[src/rtl/inst_fetch_buf_pkg.sv]
// Shared definitions for the instruction fetch buffer: FSM state encoding,
// reset PC and the kseg0/kseg1 physical address mask.
package inst_fetch_buf_pkg;

    // IDLE: nothing pending; PEND: SRAM read issued last cycle;
    // HOLD: returned data parked while decode is stalled.
    typedef enum logic [1:0] {
        IDLE = 2'd0,
        PEND = 2'd1,
        HOLD = 2'd2
    } fetch_state_e;

    localparam logic [31:0] RESET_PC  = 32'hbfc0_0000;
    localparam logic [31:0] KSEG_MASK = 32'h1fff_ffff;

endpackage

[src/rtl/inst_fetch_buf_addr_map.sv]
// Virtual-to-physical fetch address translation. kseg0/kseg1 addresses
// (top two bits 2'b10) are unmapped by clearing the top three bits; every
// other segment passes straight through.
module fetch_addr_map
    import inst_fetch_buf_pkg::*;
(
    input  logic [31:0] pc,
    output logic [31:0] addr
);

    // Pure combinational segment decode.
    always_comb begin
        addr = pc;
        if (pc[31:30] == 2'b10) begin
            addr = pc & KSEG_MASK;
        end
    end

endmodule

[src/rtl/inst_fetch_buf.sv]
// Instruction fetch buffer between the PC register, a synchronous
// instruction SRAM (data one cycle after enable) and the decode stage.
//
// Handshake: a fetch is issued in any cycle where fetch_en is high, flush
// is low, the buffer is not holding parked data and decode is not stalled
// with a read in flight. The instruction reaches decode two edges later,
// qualified by valid_d. stall_d acts as the inverse of a ready: while it is
// high the D outputs never change (except by flush or reset), and data
// returning from the SRAM is parked in a one-entry hold buffer.
//
// Optional feature: define FETCH_ADDR_CHECK_EN to add the adel_d output.
// A misaligned pc_f then suppresses the SRAM read but still travels down
// the pipe, arriving at decode with valid_d=1, inst_d=0 and adel_d=1.
module inst_fetch_buf
    import inst_fetch_buf_pkg::*;
(
    input  logic        clk,
    input  logic        resetn,
    input  logic [31:0] pc_f,
    input  logic        fetch_en,
    input  logic        stall_d,
    input  logic        flush,
    output logic        inst_sram_en,
    output logic [31:0] inst_sram_addr,
    input  logic [31:0] inst_sram_rdata,
    output logic [31:0] inst_d,
    output logic [31:0] pc_d,
    output logic        valid_d,
`ifdef FETCH_ADDR_CHECK_EN
    output logic        adel_d,
`endif
    output logic [1:0]  state_dbg
);

    fetch_state_e state;
    fetch_state_e state_nxt;

    logic        issue;
    logic        misalign;
    logic [31:0] pc_pend;
    logic [31:0] hold_buf;
    logic [31:0] hold_pc;
    logic [31:0] pend_data;

    fetch_addr_map u_addr_map (
        .pc   (pc_f),
        .addr (inst_sram_addr)
    );

`ifdef FETCH_ADDR_CHECK_EN
    logic pend_adel;
    logic hold_adel;

    assign misalign  = (pc_f[1:0] != 2'b00);
    // A misaligned fetch delivers a zero instruction instead of SRAM data.
    assign pend_data = pend_adel ? 32'h0 : inst_sram_rdata;
`else
    assign misalign  = 1'b0;
    assign pend_data = inst_sram_rdata;
`endif

    assign state_dbg = state;

    // Issue decision, SRAM enable and next-state logic.
    always_comb begin
        issue        = fetch_en & ~flush & (state != HOLD) &
                       ~((state == PEND) & stall_d);
        inst_sram_en = issue & ~misalign;
        state_nxt    = state;
        if (flush) begin
            state_nxt = IDLE;
        end else begin
            case (state)
                IDLE:    state_nxt = issue ? PEND : IDLE;
                PEND:    state_nxt = stall_d ? HOLD : (issue ? PEND : IDLE);
                HOLD:    state_nxt = stall_d ? HOLD : IDLE;
                default: state_nxt = IDLE;
            endcase
        end
    end

    // State register.
    always_ff @(posedge clk or negedge resetn) begin
        if (!resetn) begin
            state <= IDLE;
        end else begin
            state <= state_nxt;
        end
    end

    // Pending PC, hold buffer and decode-stage outputs.
    always_ff @(posedge clk or negedge resetn) begin
        if (!resetn) begin
            pc_pend  <= 32'h0;
            hold_buf <= 32'h0;
            hold_pc  <= 32'h0;
            inst_d   <= 32'h0;
            pc_d     <= RESET_PC;
            valid_d  <= 1'b0;
        end else if (flush) begin
            // Redirect: nothing in flight or parked may reach decode.
            hold_buf <= 32'h0;
            hold_pc  <= 32'h0;
            valid_d  <= 1'b0;
        end else begin
            if (issue) begin
                pc_pend <= pc_f;
            end
            case (state)
                PEND: begin
                    if (stall_d) begin
                        hold_buf <= pend_data;
                        hold_pc  <= pc_pend;
                    end else begin
                        inst_d  <= pend_data;
                        pc_d    <= pc_pend;
                        valid_d <= 1'b1;
                    end
                end
                HOLD: begin
                    if (!stall_d) begin
                        inst_d  <= hold_buf;
                        pc_d    <= hold_pc;
                        valid_d <= 1'b1;
                    end
                end
                default: begin
                    if (!stall_d) begin
                        valid_d <= 1'b0;
                    end
                end
            endcase
        end
    end

`ifdef FETCH_ADDR_CHECK_EN
    // Address-error flag follows its fetch through pend, hold and decode.
    always_ff @(posedge clk or negedge resetn) begin
        if (!resetn) begin
            pend_adel <= 1'b0;
            hold_adel <= 1'b0;
            adel_d    <= 1'b0;
        end else if (flush) begin
            hold_adel <= 1'b0;
            adel_d    <= 1'b0;
        end else begin
            if (issue) begin
                pend_adel <= misalign;
            end
            case (state)
                PEND: begin
                    if (stall_d) begin
                        hold_adel <= pend_adel;
                    end else begin
                        adel_d <= pend_adel;
                    end
                end
                HOLD: begin
                    if (!stall_d) begin
                        adel_d <= hold_adel;
                    end
                end
                default: begin
                    if (!stall_d) begin
                        adel_d <= 1'b0;
                    end
                end
            endcase
        end
    end
`endif

endmodule

[config.mk]
export PLATFORM = sky130hd
export DESIGN_NAME = inst_fetch_buf
export DESIGN_NICKNAME = d
export VERILOG_FILES = /design/src/rtl/inst_fetch_buf_pkg.sv /design/src/rtl/inst_fetch_buf_addr_map.sv /design/src/rtl/inst_fetch_buf.sv
export SDC_FILE = /design/constraint.sdc
export NUM_CORES = 1
export LEC_CHECK = 0
export CAP_MARGIN = 20
export CORE_ASPECT_RATIO = 0.9
export CORE_UTILIZATION = 52
export CTS_BUF_LIST = sky130_fd_sc_hd__clkbuf_4
export DETAILED_ROUTE_END_ITERATION = 10
export PLACE_DENSITY = 0.92
export RECOVER_POWER = 100
export SETUP_SLACK_MARGIN = 0.3
export SLEW_MARGIN = 20
export SYNTH_ARGS = -nofsm -noshare
export SYNTH_HDL_FRONTEND = slang
export SYNTH_SLANG_ARGS = --single-unit
[constraint.sdc]
create_clock -name clk -period 2.31 [get_ports clk]
set_clock_uncertainty 0.2 [all_clocks]
set_input_delay 0.462 -clock clk [delete_from_list [all_inputs] [get_ports clk]]
set_output_delay 0.462 -clock clk [all_outputs]
set_load 0.03 [all_outputs]
==> results of run 1 <==
==> per-stage QoR <==
step	TNS (ps)	power, uW
after floorplan	0	5860
after global placement	-17.7	7150
after detailed placement	-524	7250
after CTS	-113	9080
after global routing	-277	9350
final	-70.1	8990
==> registers in the layout, indices dropped and copies added, names as in the netlist <==
register and cells:
pc_d 32, state_dbg 2, valid_d 1, hold_pc 32, pc_pend 32, inst_d 32
hold_buf 32
==> power groups by stage <==
stage | Combinational, uW | Sequential, uW | Clock (uW)
2_1_floorplan | 1110 | 4750 | 0
3_3_place_gp | 3260 | 3900 | 0
3_5_place_dp | 3330 | 3930 | 0
4_1_cts | 3180 | 3890 | 2010
5_1_grt | 3270 | 3960 | 2130
6_report | 3130 | 3890 | 1970
==> kinds of logic (layout without fill, tap and decap cells) <==
kind of cell,count (synthesis),count (layout),share of synthesized area [%]
other cells,0,2,0
simple gates,47,47,2.72
flops,163,163,56.0
compound gates,66,66,6.92
buf+inv,66,245,5.76
fa+ha+maj,4,4,0.685
mux,161,161,27.9
==> cell type report <==
| class | instances | area [sq um] | area share [%] |
|---|---|---|---|
| Multi-Input combinational cell | 278 | 2840 | 29.6 |
| Sequential cell | 163 | 4090 | 42.6 |
| Tap cell | 168 | 210 | 2.19 |
| Clock buffer | 21 | 158 | 1.64 |
| Timing Repair Buffer | 209 | 2090 | 21.8 |
| Antenna cell | 2 | 5.00 | 0.0521 |
| Clock inverter | 11 | 184 | 1.92 |
| Inverter | 4 | 17.5 | 0.182 |
==> critical path, cell delays in order (launching register included) <==
cell      delay [ps]
dfrtp_2          420
inv_2             70
ha_4             170
a21oi_4          130
nand3b_1         170
inv_4             80
buf_6            130
==> final timing paths <==
path / cells after the start / start / slack [ps] / end
worst max register to register: 8 / state_dbg[1] / 40 / pc_d[7]
max in group asynchronous: 3 / resetn / 250 / pc_d[22]
worst min register to register: 1 / pc_pend[29] / 310 / hold_pc[29]
worst max-delay path: 6 / state_dbg[1] / -70 / inst_sram_en
worst min-delay path: 2 / pc_f[31] / 120 / pc_pend[31]
min in group asynchronous: 2 / resetn / 530 / inst_d[19]
==> per-layer routing <==
| layer | wire [microns] | part of all wire, % | vias to the layer above | global-route usage (%) |
|---|---|---|---|---|
| met5 | 0 | 0 | - | 0 |
| met4 | 351 | 2.1 | 0 | 10.1 |
| met3 | 830 | 4.9 | 25 | 4.58 |
| met2 | 8590 | 50 | 160 | 40.6 |
| met1 | 7240 | 43 | 2442 | 32.1 |
| li1 | - | - | 2116 | - |
==> cells in the final DEF, fill, tap and decap left out, types with 3 or more instances in the layout <==
| master | netlist | final |
|---|---|---|
| clkdlybuf4s15_1 | 0 | 8 |
| nor2_1 | 3 | 3 |
| clkbuf_2 | 0 | 19 |
| buf_4 | 30 | 42 |
| dfstp_2 | 9 | 9 |
| clkinvlp_4 | 0 | 3 |
| clkbuf_4 | 0 | 24 |
| bufinv_16 | 0 | 5 |
| buf_12 | 0 | 7 |
| clkdlybuf4s50_1 | 0 | 65 |
| buf_6 | 6 | 7 |
| mux2_4 | 60 | 60 |
| nand2_1 | 37 | 37 |
| buf_2 | 12 | 5 |
| dfrtp_1 | 154 | 152 |
| a21oi_1 | 19 | 18 |
| buf_16 | 0 | 5 |
| mux2_2 | 100 | 100 |
| clkdlybuf4s15_2 | 0 | 43 |
| a22o_1 | 46 | 46 |
| clkinv_1 | 0 | 3 |
==> repair_timing <==
item,4_1_cts,5_1_grt
buffers inserted,6,5
gates cloned,5,1
endpoints found under the setup margin,125,94
hold buffers,1,0
pin swaps,1,2
hold endpoints to repair,51,0
resized for setup,241,28
==> results.md, run 1 <==
* Status: finished, violations left
* Failing checks: negative setup slack
* Max Clock Freq at 0.420 GHz
* Critical path type: register to output port
* Die Area at 14,500 sq um
* Vias in the first global route at 5,015
* Fin crit share at 103%
* Synth area leader: dfrtp_1
* Reg clk slew, reported paths at 120 ps
* Die Span Y at 114 microns
* Skew-Pair Late Insertion Delay at 560 ps
* Syn. warnings at 0
* Worst-Margin Slew at 1400 ps
* Cell count after placement at 804
* Dpl hpwl at 10,700 microns
* Share of cells above drive strength 1 at 49.7%
* Count leader, synth: dfrtp_1
* Post-layout util at 71.0%
* MaxCap Viol Count at 0
* Total net switching power at 2990 uW
* Post-Route WL at 17,000 microns
* Hold slack at 115 ps
* Synthesis-to-layout area growth at 31.5%
* DRT antenna net count at 0
* Critical Path RT at 1650 ps
* Area contributors post-synth: dfrtp_1, mux2_2, mux2_4, a22o_1, dfstp_2
* Register area share after synthesis at 56.0%
* Int Pwr at 6000 uW
* RSZ-0062 raised after global routing: true
* CP Max Fanout at 4
* Die Wd at 127 microns
* Core Area at 13,500 sq um
* Final hold vios at 0
* Number of port buffers at 168
* Hold Crit Class: input pin to register
* Routed vias/inst at 5.54
* DRC at 0
* CTS Buffer Depth at 2
* Lkg Pwr at 0.00450 uW
* Antenna violations before repair at 2
* Worst Setup Start Kind: register
* Post-Layout Inst Area at 9600 sq um
* H-tree Lvls at 4
* Fin. max-slew vios at 0
* GRT Util Overall at 24.6%
* CTS Buf Count at 17
* Wire length per cell at 19.9 microns
* Top_reg_cell synth: dfrtp_1
* Placed Area at 9040 sq um
* Pre-CTS WS at -33.4 ps
* Worst slew margin at 6.39%
* Sequential Power Share at 43.3%
* Routed vias at 4,743
* Comb pwr share at 34.8%
* Synthesized cell area at 7300 sq um
* DR pass1 iterations at 6
* # rows at 40
* Highest ir drop seen on vdd at 0.000692 V
* Synthesized instance count at 507
* Syn Area/Cell at 14.4 sq um
* Initial core utilization at 54.0%
* Pwr Density at 937 nW/um^2
* Crit end category: output port
* I/O pins at 169
* First-pass GRT wire length at 27,100 microns
* CTS tree: yes
* Clk network pwr share at 21.9%
* DRT iter0 DRCs at 210
* Root Driver: clkbuf_4
* Arrival @ worst endpoint at 1720 ps
* FFs w/ async S/R, synth at 100%
* Netlist cell types at 23
* Fill cells at 889
* Syn nets at 580
* Final Wtd Congestion at 0.764
* Yosys top cell area share at 52.8%
* Setup violators final at 1
* Post-synth EDFFs at 0
* Overflow after GRT at 0
* #FFs+latches synth at 163
* Switching Fraction at 33.3%
* Setup ws final at -70.1 ps
* Min cycle time layout at 2380 ps
* Synth cell count leaders: dfrtp_1, mux2_2, mux2_4, a22o_1, nand2_1
* Largest net degree at the start of global routing at 57
* Final #Nets at 746
* Non-Filler Instances at 856
* Clock net sink count at 163
Power figures use the tool's default switching activity.
==> run 2, diff against run 1 <==
--- a/config.mk
+++ b/config.mk
@@ -5,12 +5,12 @@
 export SDC_FILE = /design/constraint.sdc
 export NUM_CORES = 1
 export LEC_CHECK = 0
-export CAP_MARGIN = 20
+export CAP_MARGIN = 10
 export CORE_ASPECT_RATIO = 0.9
-export CORE_UTILIZATION = 52
+export CORE_UTILIZATION = 30
 export CTS_BUF_LIST = sky130_fd_sc_hd__clkbuf_4
 export DETAILED_ROUTE_END_ITERATION = 10
-export PLACE_DENSITY = 0.92
+export PLACE_DENSITY = 0.62
 export RECOVER_POWER = 100
 export SETUP_SLACK_MARGIN = 0.3
 export SLEW_MARGIN = 20
==> results.md, run 2 (synthesis results as in run 1) <==
* Fin. max-slew vios at 0 (unchanged)
* CP top delay family: flip-flops
* Critical Path RT at 1650 ps (about the same)
* Synthesis-to-layout area growth at 32.1%
* First-pass GRT wire length at 27,800 microns (+2.7%)
* N_diodes at 0 (-2)
* Arrival @ worst endpoint at 1770 ps (+50 ps)
* Crit end category: output port
* Overall Power at 8820 uW (-1.9%)
* Share of cells above drive strength 1 at 49.9% (+0.15 points)
* Reg clk slew, reported paths at 130 ps (about the same)
* CTS Buf Count at 17 (unchanged)
* Clk network pwr share at 20.6% (-1.3 points)
* Critical path, cell by cell: inv_2 > ha_4 > a21oi_4 > nand3b_1 > buf_6 > inv_4 > buf_6
* Pwr Density at 915 nW/um^2 (-2.4%)
* Final #Nets at 744 (-0.27%)
* DR pass1 iterations at 7 (+1)
* H-tree Lvls at 4 (unchanged)
* DRT antenna net count at 0 (unchanged)
* Antenna violations before repair at 0 (-2)
* Hold slack at 189 ps (+73.7 ps)
* Die Area at 25,000 sq um (+72%)
* Sequential Power Share at 44.0% (+0.7 points)
* Max Clock Freq at 0.411 GHz (-2.1%)
* Post-Layout Inst Area at 9650 sq um (+0.48%)
* Crit-path slowest cell: dfrtp_2
* Setup ws final at -122 ps (-51.6 ps)
* Overflow after GRT at 0 (unchanged)
* Commonest cells after routing, fill and taps aside: dfrtp_1, mux2_2, clkdlybuf4s50_1
* DRT iter0 DRCs at 263 (+25%)
* Hold Crit Class: input pin to register
* Final Wtd Congestion at 0.743 (-2.7%)
* Total net switching power at 3130 uW (+4.6%)
* Number of port buffers at 168 (unchanged)
* Routed vias at 4,565 (-3.8%)
* Worst-Margin Slew at 1160 ps (-244 ps)
* Largest net degree at the start of global routing at 86 (+51%)
* Cell mode on critical path: buf_6
* CTS tree: yes
* Clock net sink count at 163 (unchanged)
* Skew-Pair Late Insertion Delay at 540 ps (-20 ps)
* Int Pwr at 5690 uW (-5.1%)
* # rows at 53 (+33%)
* Highest ir drop seen on vdd at 0.000476 V (-31%)
* Routed vias/inst at 4.63 (-16%)
* Vias in the first global route at 4,926 (-1.8%)
* Min cycle time layout at 2430 ps (+51.6 ps)
* Status: finished, violations left
* Core Area at 23,600 sq um (+75%)
* Lkg Pwr at 0.00447 uW (-0.73%)
* Wire length per cell at 17.9 microns (-10%)
* Root Driver: clkbuf_4
* Met1 WL at 8010 microns (+11%)
* Worst Setup Start Kind: register
* WL met2 at 8680 microns (+1.1%)
* Die Span Y at 150 microns (+31%)
* Die Wd at 166 microns (+31%)
* Failing checks: design-rule violations, negative setup slack
* CP peak stage delay at 430 ps (about the same)
* Uppermost layer routed: met4
* DRC at 12 (+12)
* WP buf/inv at 4 (+1)
* RSZ-0062 raised after global routing: true
* Fin crit share at 105% (+2.2 points)
* Most common cell after layout, fill and taps aside: dfrtp_1
* I/O pins at 169 (unchanged)
* Initial core utilization at 30.9% (-23 points)
* Comb pwr share at 35.4% (+0.6 points)
* Dpl hpwl at 10,900 microns (+1.9%)
* GRT Util Overall at 14.3% (-10 points)
* Final hold vios at 0 (unchanged)
* Setup violators final at 1 (unchanged)
* CTS Buffer Depth at 2 (unchanged)
* Critical path type: register to output port
* MaxCap Viol Count at 0 (unchanged)
* Switching Fraction at 35.5% (+2.2 points)
* CP Max Fanout at 3 (-1)
* Worst slew margin at 22.7% (+16 points)
* Post-Route WL at 17,600 microns (+3.6%)
* Met3 Wirelength at 702 microns (-15%)
* Placed Area at 9240 sq um (+2.1%)
run 2: cell count changes in the layout (fill, tap and decap cells not counted), moves of 4 or more:
cell	change
clkbuf_4	-4
clkbuf_2	-6
buf_2	+15
clkdlybuf4s15_2	-14
buf_6	+5
run 2: timing repair:
action | 4_1_cts | 5_1_grt
hold buffers | 1 | 0
setup buffers | 6 | 4
pin swaps | 1 | 2
resized for setup | 255 | 66
endpoints found under the setup margin | 97 | 133
cloned | 2 | 5
hold endpoints to repair | 154 | 0
run 2: per-stage QoR:
step           util [%]  setup WS, ps  setup TNS (ps)  instances
2_1_floorplan         -           299               0        507
3_3_place_gp       39.1         -17.8           -73.1        936
3_5_place_dp       39.1         -16.9           -49.7        936
4_1_cts            41.0          -179            -179        977
5_1_grt            40.9          -233            -233        986
6_report           40.9          -122            -122        986
run 2: final cells by class:
type / count / area (sq um)
Clock inverter: 14 / 169
Inverter: 4 / 17.5
Fill cell: 2190 / 14000
Tap cell: 302 / 378
Timing Repair Buffer: 207 / 2020
Clock buffer: 18 / 135
Sequential cell: 163 / 4090
Multi-Input combinational cell: 278 / 2840
run 2: final timing paths:
kind	startpoint	cells past startpoint	endpoint	slack (ps)
setup reg to reg	state_dbg[1]	7	pc_d[20]	80
min in group asynchronous	resetn	3	inst_d[19]	560
hold reg to reg	hold_buf[13]	1	hold_buf[13]	320
hold / removal	pc_f[30]	2	pc_pend[30]	190
max in group asynchronous	resetn	3	pc_pend[15]	530
setup / recovery	state_dbg[1]	7	inst_sram_en	-120
run 2: power groups by stage:
stage,sequential (uW),clock [uW],combinational (uW)
after floorplan,4750,0,1110
after global placement,3910,0,3300
after detailed placement,3940,0,3330
after CTS,3890,1910,3220
after global routing,3970,2040,3300
final,3890,1810,3120
run 2: per-layer routing:
layer	vias up	GRT usage (%)
met4	0	3.19
met2	111	24.1
met1	2338	18.6
li1	2102	-
met3	14	3.70
met5	-	0
